### config.mk
export PLATFORM = sky130hd
export DESIGN_NAME = apb_cmd_master
export DESIGN_NICKNAME = d
export VERILOG_FILES = /design/src/rtl/apb_cmd_master.sv
export SDC_FILE = /design/constraint.sdc
export NUM_CORES = 1
export LEC_CHECK = 0
export CAP_MARGIN = 25
export CORE_ASPECT_RATIO = 0.6
export CORE_MARGIN = 2
export CORE_UTILIZATION = 61
export CTS_BUF_LIST = sky130_fd_sc_hd__clkbuf_8
export DETAILED_ROUTE_END_ITERATION = 16
export GPL_TIMING_DRIVEN = 0
export PLACE_DENSITY = 0.88
export SYNTH_ARGS = -nofsm -noshare
export SYNTH_HDL_FRONTEND = slang
export SYNTH_SLANG_ARGS = --single-unit
### constraint.sdc
create_clock -name clk -period 10.1 [get_ports clk]
set_input_delay 2.02 -clock clk [delete_from_list [all_inputs] [get_ports clk]]
set_output_delay 2.02 -clock clk [all_outputs]
set_load 0.05 [all_outputs]
### src/rtl/apb_cmd_master.sv
// apb_cmd_master: queued APB4 master.
//   Commands enter a CMD_DEPTH-entry FIFO through a valid/ready port. Each one
//   runs as an APB SETUP/ACCESS transfer. The master returns one response per
//   command (write flag, read data, error) through a RSP_DEPTH-entry FIFO.
//   A transfer starts only when a response slot is already reserved for it.
//   Because of that, completion never has to wait after pready.
// Optional build macro: APB_MST_TIMEOUT_EN. When it is defined, an ACCESS
//   phase with no pready for TIMEOUT_CYCLES cycles is aborted and answered
//   with rsp_err=1.
// Ports:
//   clk, rstn                          clock, async active-low reset
//   cmd_vld/cmd_rdy                    command handshake (rdy = FIFO not full)
//   cmd_write/addr/wdata/strb          command payload
//   rsp_vld/rsp_rdy                    response handshake (vld = FIFO not empty)
//   rsp_write/rsp_rdata/rsp_err        response payload
//   busy                               queued, in-flight or pending work
//   psel/penable/pwrite/paddr/pwdata/pstrb   APB4 request outputs
//   prdata/pready/pslverr              APB4 completion inputs
module apb_cmd_master #(
  parameter int DATA_WIDTH     = 32,
  parameter int ADDR_WIDTH     = 12,
  parameter int CMD_DEPTH      = 4,
  parameter int RSP_DEPTH      = 2,
  parameter int TIMEOUT_CYCLES = 255
) (
  input  logic                    clk,
  input  logic                    rstn,
  input  logic                    cmd_vld,
  output logic                    cmd_rdy,
  input  logic                    cmd_write,
  input  logic [ADDR_WIDTH-1:0]   cmd_addr,
  input  logic [DATA_WIDTH-1:0]   cmd_wdata,
  input  logic [DATA_WIDTH/8-1:0] cmd_strb,
  output logic                    rsp_vld,
  input  logic                    rsp_rdy,
  output logic                    rsp_write,
  output logic [DATA_WIDTH-1:0]   rsp_rdata,
  output logic                    rsp_err,
  output logic                    busy,
  output logic                    psel,
  output logic                    penable,
  output logic                    pwrite,
  output logic [ADDR_WIDTH-1:0]   paddr,
  output logic [DATA_WIDTH-1:0]   pwdata,
  output logic [DATA_WIDTH/8-1:0] pstrb,
  input  logic [DATA_WIDTH-1:0]   prdata,
  input  logic                    pready,
  input  logic                    pslverr
);

  localparam int SW  = DATA_WIDTH / 8;
  localparam int CAW = $clog2(CMD_DEPTH);
  localparam int RAW = $clog2(RSP_DEPTH);

  // Reject illegal parameter sets at elaboration.
  if ((DATA_WIDTH % 8) != 0 || CMD_DEPTH < 2 || (CMD_DEPTH & (CMD_DEPTH - 1)) != 0 ||
      RSP_DEPTH < 2 || (RSP_DEPTH & (RSP_DEPTH - 1)) != 0 || TIMEOUT_CYCLES < 1) begin : g_param_chk
    $error("apb_cmd_master: illegal parameter set");
  end

  typedef enum logic [1:0] {ST_IDLE = 2'd0, ST_SETUP = 2'd1, ST_ACCESS = 2'd2} state_t;

  state_t r_state, w_state_nxt;

  // Command FIFO storage and pointers
  logic                  r_cmd_write [CMD_DEPTH];
  logic [ADDR_WIDTH-1:0] r_cmd_addr  [CMD_DEPTH];
  logic [DATA_WIDTH-1:0] r_cmd_wdata [CMD_DEPTH];
  logic [SW-1:0]         r_cmd_strb  [CMD_DEPTH];
  logic [CAW-1:0]        r_cmd_wp, r_cmd_rp;
  logic [CAW:0]          r_cmd_cnt;

  // Response FIFO storage and pointers
  logic                  r_rsp_write [RSP_DEPTH];
  logic [DATA_WIDTH-1:0] r_rsp_rdata [RSP_DEPTH];
  logic                  r_rsp_err   [RSP_DEPTH];
  logic [RAW-1:0]        r_rsp_wp, r_rsp_rp;
  logic [RAW:0]          r_rsp_cnt;

  logic                  w_cmd_push, w_cmd_pop, w_cmd_full, w_cmd_empty;
  logic                  w_rsp_push, w_rsp_pop;
  logic [RAW+1:0]        w_rsp_next;
  logic                  w_can_launch, w_launch;
  logic                  w_complete, w_abort;
  logic [DATA_WIDTH-1:0] w_push_rdata;
  logic                  w_push_err;

  logic                  r_pwrite;
  logic [ADDR_WIDTH-1:0] r_paddr;
  logic [DATA_WIDTH-1:0] r_pwdata;
  logic [SW-1:0]         r_pstrb;

  assign w_cmd_full  = (r_cmd_cnt == (CAW+1)'(CMD_DEPTH));
  assign w_cmd_empty = (r_cmd_cnt == '0);
  assign cmd_rdy     = ~w_cmd_full;
  assign w_cmd_push  = cmd_vld & ~w_cmd_full;
  assign w_cmd_pop   = w_launch;

  assign rsp_vld     = (r_rsp_cnt != '0);
  assign w_rsp_pop   = rsp_vld & rsp_rdy;
  assign w_complete  = (r_state == ST_ACCESS) & pready;
  assign w_rsp_push  = w_complete | w_abort;

  // Occupancy the response FIFO will have after this edge. A new transfer
  // may start only if a slot is still free at that point.
  assign w_rsp_next   = (RAW+2)'(r_rsp_cnt) + (RAW+2)'(w_rsp_push) - (RAW+2)'(w_rsp_pop);
  assign w_can_launch = ~w_cmd_empty & (w_rsp_next < (RAW+2)'(RSP_DEPTH));

  // An abort never carries slave data. Only a read completion captures prdata.
  assign w_push_rdata = (w_complete & ~r_pwrite) ? prdata : '0;
  assign w_push_err   = w_complete ? pslverr : 1'b1;

`ifdef APB_MST_TIMEOUT_EN
  localparam int TW = $clog2(TIMEOUT_CYCLES + 1);
  logic [TW-1:0] r_tmo_cnt;

  // The limit is reached in the cycle that holds count TIMEOUT_CYCLES-1, which
  // is the TIMEOUT_CYCLES-th ACCESS cycle. A pready in that cycle still wins.
  assign w_abort = (r_state == ST_ACCESS) & ~pready & (r_tmo_cnt == TW'(TIMEOUT_CYCLES - 1));

  // ACCESS wait counter: cleared in SETUP, counts stalled ACCESS cycles
  always_ff @(posedge clk or negedge rstn) begin
    if (!rstn)                                r_tmo_cnt <= '0;
    else if (r_state == ST_SETUP)             r_tmo_cnt <= '0;
    else if (r_state == ST_ACCESS && !pready) r_tmo_cnt <= r_tmo_cnt + TW'(1);
    else                                      r_tmo_cnt <= r_tmo_cnt;
  end
`else
  assign w_abort = 1'b0;
`endif

  // FSM next state and launch decision
  always_comb begin
    w_state_nxt = r_state;
    w_launch    = 1'b0;
    case (r_state)
      ST_IDLE: begin
        if (w_can_launch) begin
          w_launch    = 1'b1;
          w_state_nxt = ST_SETUP;
        end else begin
          w_state_nxt = ST_IDLE;
        end
      end
      ST_SETUP: w_state_nxt = ST_ACCESS;
      ST_ACCESS: begin
        if (pready && w_can_launch) begin
          w_launch    = 1'b1;
          w_state_nxt = ST_SETUP;
        end else if (pready || w_abort) begin
          w_state_nxt = ST_IDLE;
        end else begin
          w_state_nxt = ST_ACCESS;
        end
      end
      default: w_state_nxt = ST_IDLE;
    endcase
  end

  // FSM state register
  always_ff @(posedge clk or negedge rstn) begin
    if (!rstn) r_state <= ST_IDLE;
    else       r_state <= w_state_nxt;
  end

  // APB request registers: loaded at launch, otherwise hold their last value
  always_ff @(posedge clk or negedge rstn) begin
    if (!rstn) begin
      r_pwrite <= 1'b0;
      r_paddr  <= '0;
      r_pwdata <= '0;
      r_pstrb  <= '0;
    end else if (w_launch) begin
      r_pwrite <= r_cmd_write[r_cmd_rp];
      r_paddr  <= r_cmd_addr[r_cmd_rp];
      r_pwdata <= r_cmd_wdata[r_cmd_rp];
      r_pstrb  <= r_cmd_write[r_cmd_rp] ? r_cmd_strb[r_cmd_rp] : '0;
    end else begin
      r_pwrite <= r_pwrite;
      r_paddr  <= r_paddr;
      r_pwdata <= r_pwdata;
      r_pstrb  <= r_pstrb;
    end
  end

  // Command FIFO pointers and occupancy
  always_ff @(posedge clk or negedge rstn) begin
    if (!rstn) begin
      r_cmd_wp  <= '0;
      r_cmd_rp  <= '0;
      r_cmd_cnt <= '0;
    end else begin
      r_cmd_wp  <= w_cmd_push ? r_cmd_wp + CAW'(1) : r_cmd_wp;
      r_cmd_rp  <= w_cmd_pop  ? r_cmd_rp + CAW'(1) : r_cmd_rp;
      r_cmd_cnt <= r_cmd_cnt + (CAW+1)'(w_cmd_push) - (CAW+1)'(w_cmd_pop);
    end
  end

  // Command FIFO storage write
  always_ff @(posedge clk) begin
    if (w_cmd_push) begin
      r_cmd_write[r_cmd_wp] <= cmd_write;
      r_cmd_addr[r_cmd_wp]  <= cmd_addr;
      r_cmd_wdata[r_cmd_wp] <= cmd_wdata;
      r_cmd_strb[r_cmd_wp]  <= cmd_strb;
    end
  end

  // Response FIFO pointers and occupancy
  always_ff @(posedge clk or negedge rstn) begin
    if (!rstn) begin
      r_rsp_wp  <= '0;
      r_rsp_rp  <= '0;
      r_rsp_cnt <= '0;
    end else begin
      r_rsp_wp  <= w_rsp_push ? r_rsp_wp + RAW'(1) : r_rsp_wp;
      r_rsp_rp  <= w_rsp_pop  ? r_rsp_rp + RAW'(1) : r_rsp_rp;
      r_rsp_cnt <= r_rsp_cnt + (RAW+1)'(w_rsp_push) - (RAW+1)'(w_rsp_pop);
    end
  end

  // Response FIFO storage write
  always_ff @(posedge clk) begin
    if (w_rsp_push) begin
      r_rsp_write[r_rsp_wp] <= r_pwrite;
      r_rsp_rdata[r_rsp_wp] <= w_push_rdata;
      r_rsp_err[r_rsp_wp]   <= w_push_err;
    end
  end

  assign rsp_write = r_rsp_write[r_rsp_rp];
  assign rsp_rdata = r_rsp_rdata[r_rsp_rp];
  assign rsp_err   = r_rsp_err[r_rsp_rp];

  assign psel    = (r_state == ST_SETUP) | (r_state == ST_ACCESS);
  assign penable = (r_state == ST_ACCESS);
  assign pwrite  = r_pwrite;
  assign paddr   = r_paddr;
  assign pwdata  = r_pwdata;
  assign pstrb   = r_pstrb;
  assign busy    = ~w_cmd_empty | (r_state != ST_IDLE) | rsp_vld;

endmodule

After elaboration in Yosys (flattened, before gate mapping)
Memory sizes are Yosys's and may differ from the RTL's. A register that Yosys moved wholly into a read port is not among the register bits. Cells that the tools add are included. W data, S select, Z words.

Input bits: 87. Flip-flop bits (word level): 18. Memory bits (read-only): 0. Memories kept: 7. Logic and storage cells: 62. Latch bits: 0. Bits in writable memories: 264.

Memories: r_cmd_wdata (depth 4, bits a word 32, read ports 1, clocked after memory_dff 1, write ports 1, RTL line 68) `logic [DATA_WIDTH-1:0] r_cmd_wdata [CMD_DEPTH];`; r_rsp_rdata (depth 2, bits a word 32, read ports 1, clocked after memory_dff 0, write ports 1, RTL line 75) `logic [DATA_WIDTH-1:0] r_rsp_rdata [RSP_DEPTH];`; r_cmd_addr (depth 4, bits a word 12, read ports 1, clocked after memory_dff 1, write ports 1, RTL line 67) `logic [ADDR_WIDTH-1:0] r_cmd_addr [CMD_DEPTH];`; r_cmd_strb (depth 4, bits a word 4, read ports 1, clocked after memory_dff 0, write ports 1, RTL line 69) `logic [SW-1:0] r_cmd_strb [CMD_DEPTH];`; r_cmd_write (depth 4, bits a word 1, read ports 1, clocked after memory_dff 0, write ports 1, RTL line 66) `logic r_cmd_write [CMD_DEPTH];`; r_rsp_err (depth 2, bits a word 1, read ports 1, clocked after memory_dff 0, write ports 1, RTL line 76) `logic r_rsp_err [RSP_DEPTH];`; +1 memories.

Divide/modulo/power cells: 0. $add $sub $neg: 10. Reductions and logical operators: 7. Bitwise gates (word level): 11. Multiplexer cells: 14. Equality and inequality tests: 3. Shifts and indexed selects: 0. Magnitude comparators: 1. $mul: 0.

Operators by type and width (count): $mux W32 (1); $mux W1 (8); $pmux W2 S3 (1); $sub A3 B1 Y3 (2); $and A1 B1 Y1 (5); $add A2 B1 Y2 const B (2); $mux W2 (2); $mux W4 (1); $reduce_bool A2 Y1 (2); $add A2 B1 Y3 (1); $add A3 B1 Y3 (1); $eq A3 B3 Y1 const B (1); $logic_not A3 Y1 (1); $lt A3 B2 Y1 const B (1); $not A1 Y1 (3); $or A1 B1 Y1 (3); $add A1 B1 Y1 const B (2); $add A2 B1 Y2 (1); $eq A2 B1 Y1 const B (1); $eq A2 B2 Y1 const B (1); $logic_not A1 Y1 (2); $logic_not A2 Y1 (1); $pmux W1 S2 (1); $sub A2 B1 Y2 (1); $logic_and A1 B1 Y1 (1).

Longest topological paths before layout
Depth after elaboration: 10. Depth in mapped cells: 21.

Worst setup path after synthesis
OpenSTA, ideal clock, no wires.

Kind: in2reg. Start point: in rsp_rdy. End point: reg r_cmd_cnt[2]. Stages on the path: 19. Buffers on the path: 3. Arrival: 5.211 ns. Required time: 9.975 ns. Setup slack: 4.764 ns. Path through: and2_1 ha_1 inv_1 ha_1 inv_1 fa_1 inv_1 or4_1 buf_6 clkinv_2 buf_12 buf_12 ha_1 inv_1 ha_1 inv_1 fa_1 xnor2_1 xnor2_1.

Longest elaborated chain between the ends: 8. Elaborated cells between the ends (all ways): 9. Classes of those cells: 2 x add/sub; 1 x order compare; 3 x mux; 2 x bitwise; 1 x reduce/logical.

RTL lines: from (decl) (RTL line 35) `input logic rsp_rdy,`; $and A1 B1 Y1 * (RTL line 100) `assign w_rsp_pop = rsp_vld & rsp_rdy;`; $sub A3 B1 Y3 * (RTL line 106) `assign w_rsp_next = (RAW+2)'(r_rsp_cnt) + (RAW+2)'(w_rsp_push) - (RAW+2)'(w_rsp_pop);`; via w_rsp_next[1] (RTL line 82) `logic [RAW+1:0] w_rsp_next;`; $lt A3 B2 Y1 * (RTL line 107) `assign w_can_launch = ~w_cmd_empty & (w_rsp_next < (RAW+2)'(RSP_DEPTH));`; $and A1 B1 Y1 * (RTL line 107); $logic_and A1 B1 Y1 (RTL line 147) `if (pready && w_can_launch) begin`; $mux W1 (RTL line 147); $pmux W1 S2 * (RTL line 136) `case (r_state)`; via w_cmd_pop (RTL line 80) `logic w_cmd_push, w_cmd_pop, w_cmd_full, w_cmd_empty;`; $sub A3 B1 Y3 * (RTL line 195) `r_cmd_cnt <= r_cmd_cnt + (CAW+1)'(w_cmd_push) - (CAW+1)'(w_cmd_pop);`; to (signal assigned) (RTL line 195); to (decl) (RTL line 71) `logic [CAW:0] r_cmd_cnt;`.

Mark *: on every way through the listed nets, which the timed path passes. The rest lies on a longest branch. A chain may end at the register's enable or synchronous reset.

Final worst setup path
Start point: in pready. End point: reg r_cmd_cnt[2].

Longest elaborated chain between the ends: 9. Elaborated cells between the ends (all ways): 10. Classes of those cells: 3 x add/sub; 1 x order compare; 3 x mux; 2 x bitwise; 1 x reduce/logical.

RTL lines: from (decl) (RTL line 47) `input logic pready,`; $and A1 B1 Y1 * (RTL line 101) `assign w_complete = (r_state == ST_ACCESS) & pready;`; $add A2 B1 Y3 * (RTL line 106); $sub A3 B1 Y3 * (RTL line 106); via w_rsp_next[1] (RTL line 82); $lt A3 B2 Y1 * (RTL line 107); $and A1 B1 Y1 * (RTL line 107); $logic_and A1 B1 Y1 (RTL line 147); $mux W1 (RTL line 147); $pmux W1 S2 * (RTL line 136); via w_cmd_pop (RTL line 80); $sub A3 B1 Y3 * (RTL line 195).

Marks and branches as above.

==> key figures <==
Run status
  • Outcome: finished clean

Cells and area
  • Fin cells: around 1,100
  • Final Cell Area: 15,500 sq um
  • Area Overhead vs Synth: 24.2%
  • Sequential Area: ~9500 sq um
  • Share of cells above drive strength 1: about 25%
  • Area of the multi-input gates: between 2000 and 3000 sq um
  • Nets@finish: ~900
  • Ant. Diodes: 0
  • Fill cell count: 1,090

STA
  • Unrepaired setup endpoints after global routing: no
  • Setup TNS: 0 ns
  • Fin. max-slew vios: 0
  • Setup ws final: 4.47 ns
  • Final Critical Period: approximately 5.6 ns
  • Max Clock Freq: ~180 MHz
  • Worst-margin pin slew: approximately 0.91 ns
  • Slew headroom: between 30% and 40%
  • Clk_skew: ~0.02 ns
  • Final Setup Violations: 0
  • Fin crit share: approximately 56%
  • Count of final hold-check violations: 0

Clock tree
  • CTS tree: built
  • Cts hold-fix bufs: 0
  • Worst-Skew Late Latency: 0.53 ns
  • # Post-CTS Setup Buffers: 0
  • Max Root-Sink Buffers: 3
  • Cts repair resizes: 0
  • CTS Sinks: roughly 330
  • H-tree lvl count: 2
  • CTS buffer count: 45
  • Root buf cell: clkbuf_8
  • Worst-path clk slew: 0.06 ns

Critical path
  • Flop2flop setup slack: around 5.7 ns
  • Worst setup SP type: input port
  • R2R Path End: r_cmd_cnt[2]
  • Crit end category: flip-flop
  • Critical path peak fanout: 10
  • RR Startpoint: r_state[0]
  • WP data required: roughly 11 ns
  • Critical path arrival: 6.09 ns
  • Critical path class: input port to flip-flop
  • R2R cell count: 21

Floorplanning
  • # rows: 40
  • IO Pins: approximately 180
  • Core ar.: 20,000 sq um
  • Die height: about 110 microns
  • Die area: 21,600 sq um
  • Starting Density: between 60 and 70%
  • Die W: around 190 microns

Synth
  • Count leader, synth: edfxtp_1
  • Area of the mapped netlist: ~12,000 sq um
  • Dominant cells by area after synthesis: edfxtp_1, dfrtp_1, mux4_2, mux2_2, mux2_4
  • FF+latch count, synth: 326
  • Distinct cell type count of the synthesized netlist: 31
  • Post-synth net total: approximately 700
  • Top FF cell, synth: edfxtp_1
  • Ys async rst share: between 10% and 20%
  • Mux share of post-synthesis cell area: ~17%
  • Post-synth EDFFs: 264
  • Post-synth top cells: edfxtp_1, dfrtp_1, mux2_2
  • Adder-cell share of the synthesized area: under 10%
  • Compound-Gate Fraction of Synth Area: 0.331%
  • Register area share after synthesis: about three quarters
  • Synth top area share: a little under two thirds
  • Cells after Synth: about 580
  • Synth Area in XOR/XNOR: less than 1%
  • Synth warn: 0
  • Area leader, netlist: edfxtp_1
  • Largest family of logic cells by synthesized area: multiplexers
  • Simple-gate share of the synthesized area: roughly 2.8%
  • Mapped Avg Cell Area: 21.4 sq um

Pwr
  • PD cells: approximately 330 nW/um^2
  • Pint: about 0.0033 W
  • Comb pwr share: a little over two fifths
  • Clock share of power: between 10% and 20%
  • Sequential share of power: around 38%
  • Leakage Power: 5.53 nW
  • Switching fraction of total power: a little over a third
  • Psw: 0.00185 W
  • Worst VDD drop: about 0.21 mV

Placed design
  • Number of port buffers: 174
  • Place WS: between 3 and 4 ns
  • Placed inst area: 14,600 sq um
  • Dpl cells: 1,034
  • Detailed placer's ending HPWL: ~16,000 microns
  • Gp weighted congestion: 0.739

Route
  • Post-DRT Antenna Nets: 0
  • DR iter-0 viols: 421
  • Detail-routed net length per standard cell: ~22 microns
  • Final WL: approximately 25,000 microns
  • DRT Pass-1 Iters: 5
  • Remaining DRCs: 0
  • Via count of the routed design: just over 6,000
  • Vias/cell: around 5.6

Hold path
  • Hold Path Cell Cnt: 2
  • Worst hold path endpoint: pstrb[2]
  • Worst min path class: flip-flop to flip-flop
  • Hold Crit Start: pstrb[2]

GRT
  • Grt total ovfl: 0
  • First-pass GRT wire length: between 30,000 and 40,000 microns
  • Vias in the first global route: between 6,000 and 7,000
  • Pin count of the biggest net entering global routing: 63
  • GRT Util Overall: roughly a quarter
  • Initial antenna violation count: 0

Flow run
  • Number of max-cap violations: 0
[cell families (layout without fill, tap and decap cells)]
group | count (synthesis) | count (layout)
AOI/OAI and AO/OA | 6 | 6
buffers and inverters | 41 | 299
xor gates and xnor gates | 8 | 8
and+or+nand+nor | 61 | 61
adders and majority gates | 13 | 13
DFF | 326 | 326
muxes | 128 | 128
[power by group through the flow]
stage                     registers [W]  logic, W  clock network (W)
after detailed placement        0.00196   0.00225                  0
final                           0.00194   0.00224           0.000931
after floorplan                 0.00227   0.00126                  0
after CTS                       0.00194   0.00226           0.000951
after global routing            0.00196   0.00235            0.00101
after global placement          0.00195   0.00215                  0
[final cells by class]
class / instances / area share, %
Multi-Input combinational cell: 216 / 17.8
Timing Repair Buffer: 179 / 11.9
Clock buffer: 52 / 4.63
Inverter: 16 / 0.396
Clock inverter: 27 / 0.695
Buffer: 25 / 1.16
Sequential cell: 326 / 61.3
Tap cell: 273 / 2.21
[flip-flops by register name, summed over array words and instances (netlist names), 4 cells and up]
register and cells:
paddr 12, pstrb 4, pwdata 32, r_cmd_addr 48, r_cmd_strb 16, r_cmd_wdata 128, r_cmd_write 4, r_rsp_rdata 64
[placed cells by master (no fill, tap or decap), types with 2 or more instances in the layout]
master	instances
and2_1	34
clkdlybuf4s50_1	173
fa_1	2
buf_1	2
nor2_1	5
inv_1	32
xnor2_1	5
xor2_1	2
clkinv_1	7
dfrtp_1	62
o21ai_2	3
nand2_1	10
mux4_2	49
clkbuf_8	52
o21ai_0	2
buf_2	4
clkbuf_1	12
mux2_2	52
mux2_4	27
clkinv_2	3
buf_12	9
edfxtp_1	264
and3_2	5
buf_4	3
ha_1	11
[critical path, stage by stage]
cell,delay (ns)
clkdlybuf4s50_1,0.54
nand2_1,0.19
ha_1,0.32
inv_1,0.06
ha_1,0.13
inv_1,0.05
fa_1,0.47
inv_1,0.05
or4_1,0.53
buf_6,0.17
clkinv_2,0.07
buf_12,0.15
buf_12,0.17
ha_1,0.24
inv_1,0.06
ha_1,0.13
inv_1,0.04
fa_1,0.37
xnor2_1,0.18
xnor2_1,0.14
[metal layers]
metal	global-route usage (%)	wire (microns)
met1	32.3	10600
met2	39.8	12700
met3	5.12	1320
met4	6.61	412
met5	0	0
[metrics by stage]
stage                     util [%]  total power [W]  hold slack, ns
after floorplan                  -          0.00353           0.461
after global placement        72.6          0.00411           0.470
after detailed placement      73.1          0.00421           0.490
after CTS                     77.2          0.00515           0.505
after global routing          77.3          0.00533           0.528
final                         77.3          0.00511           0.494
[worst max-delay path by stage]
stage             from      endpoint  slack [ns]
3_5_place_dp    pready  r_cmd_cnt[2]        3.93
2_1_floorplan  rsp_rdy  r_cmd_cnt[2]        4.76
4_1_cts         pready  r_cmd_cnt[2]        4.50
5_1_grt         pready  r_cmd_cnt[2]        4.22
3_3_place_gp   rsp_rdy  r_cmd_cnt[2]        4.04
6_report        pready  r_cmd_cnt[2]        4.47
No activity file was read; power rests on OpenSTA's default activity.
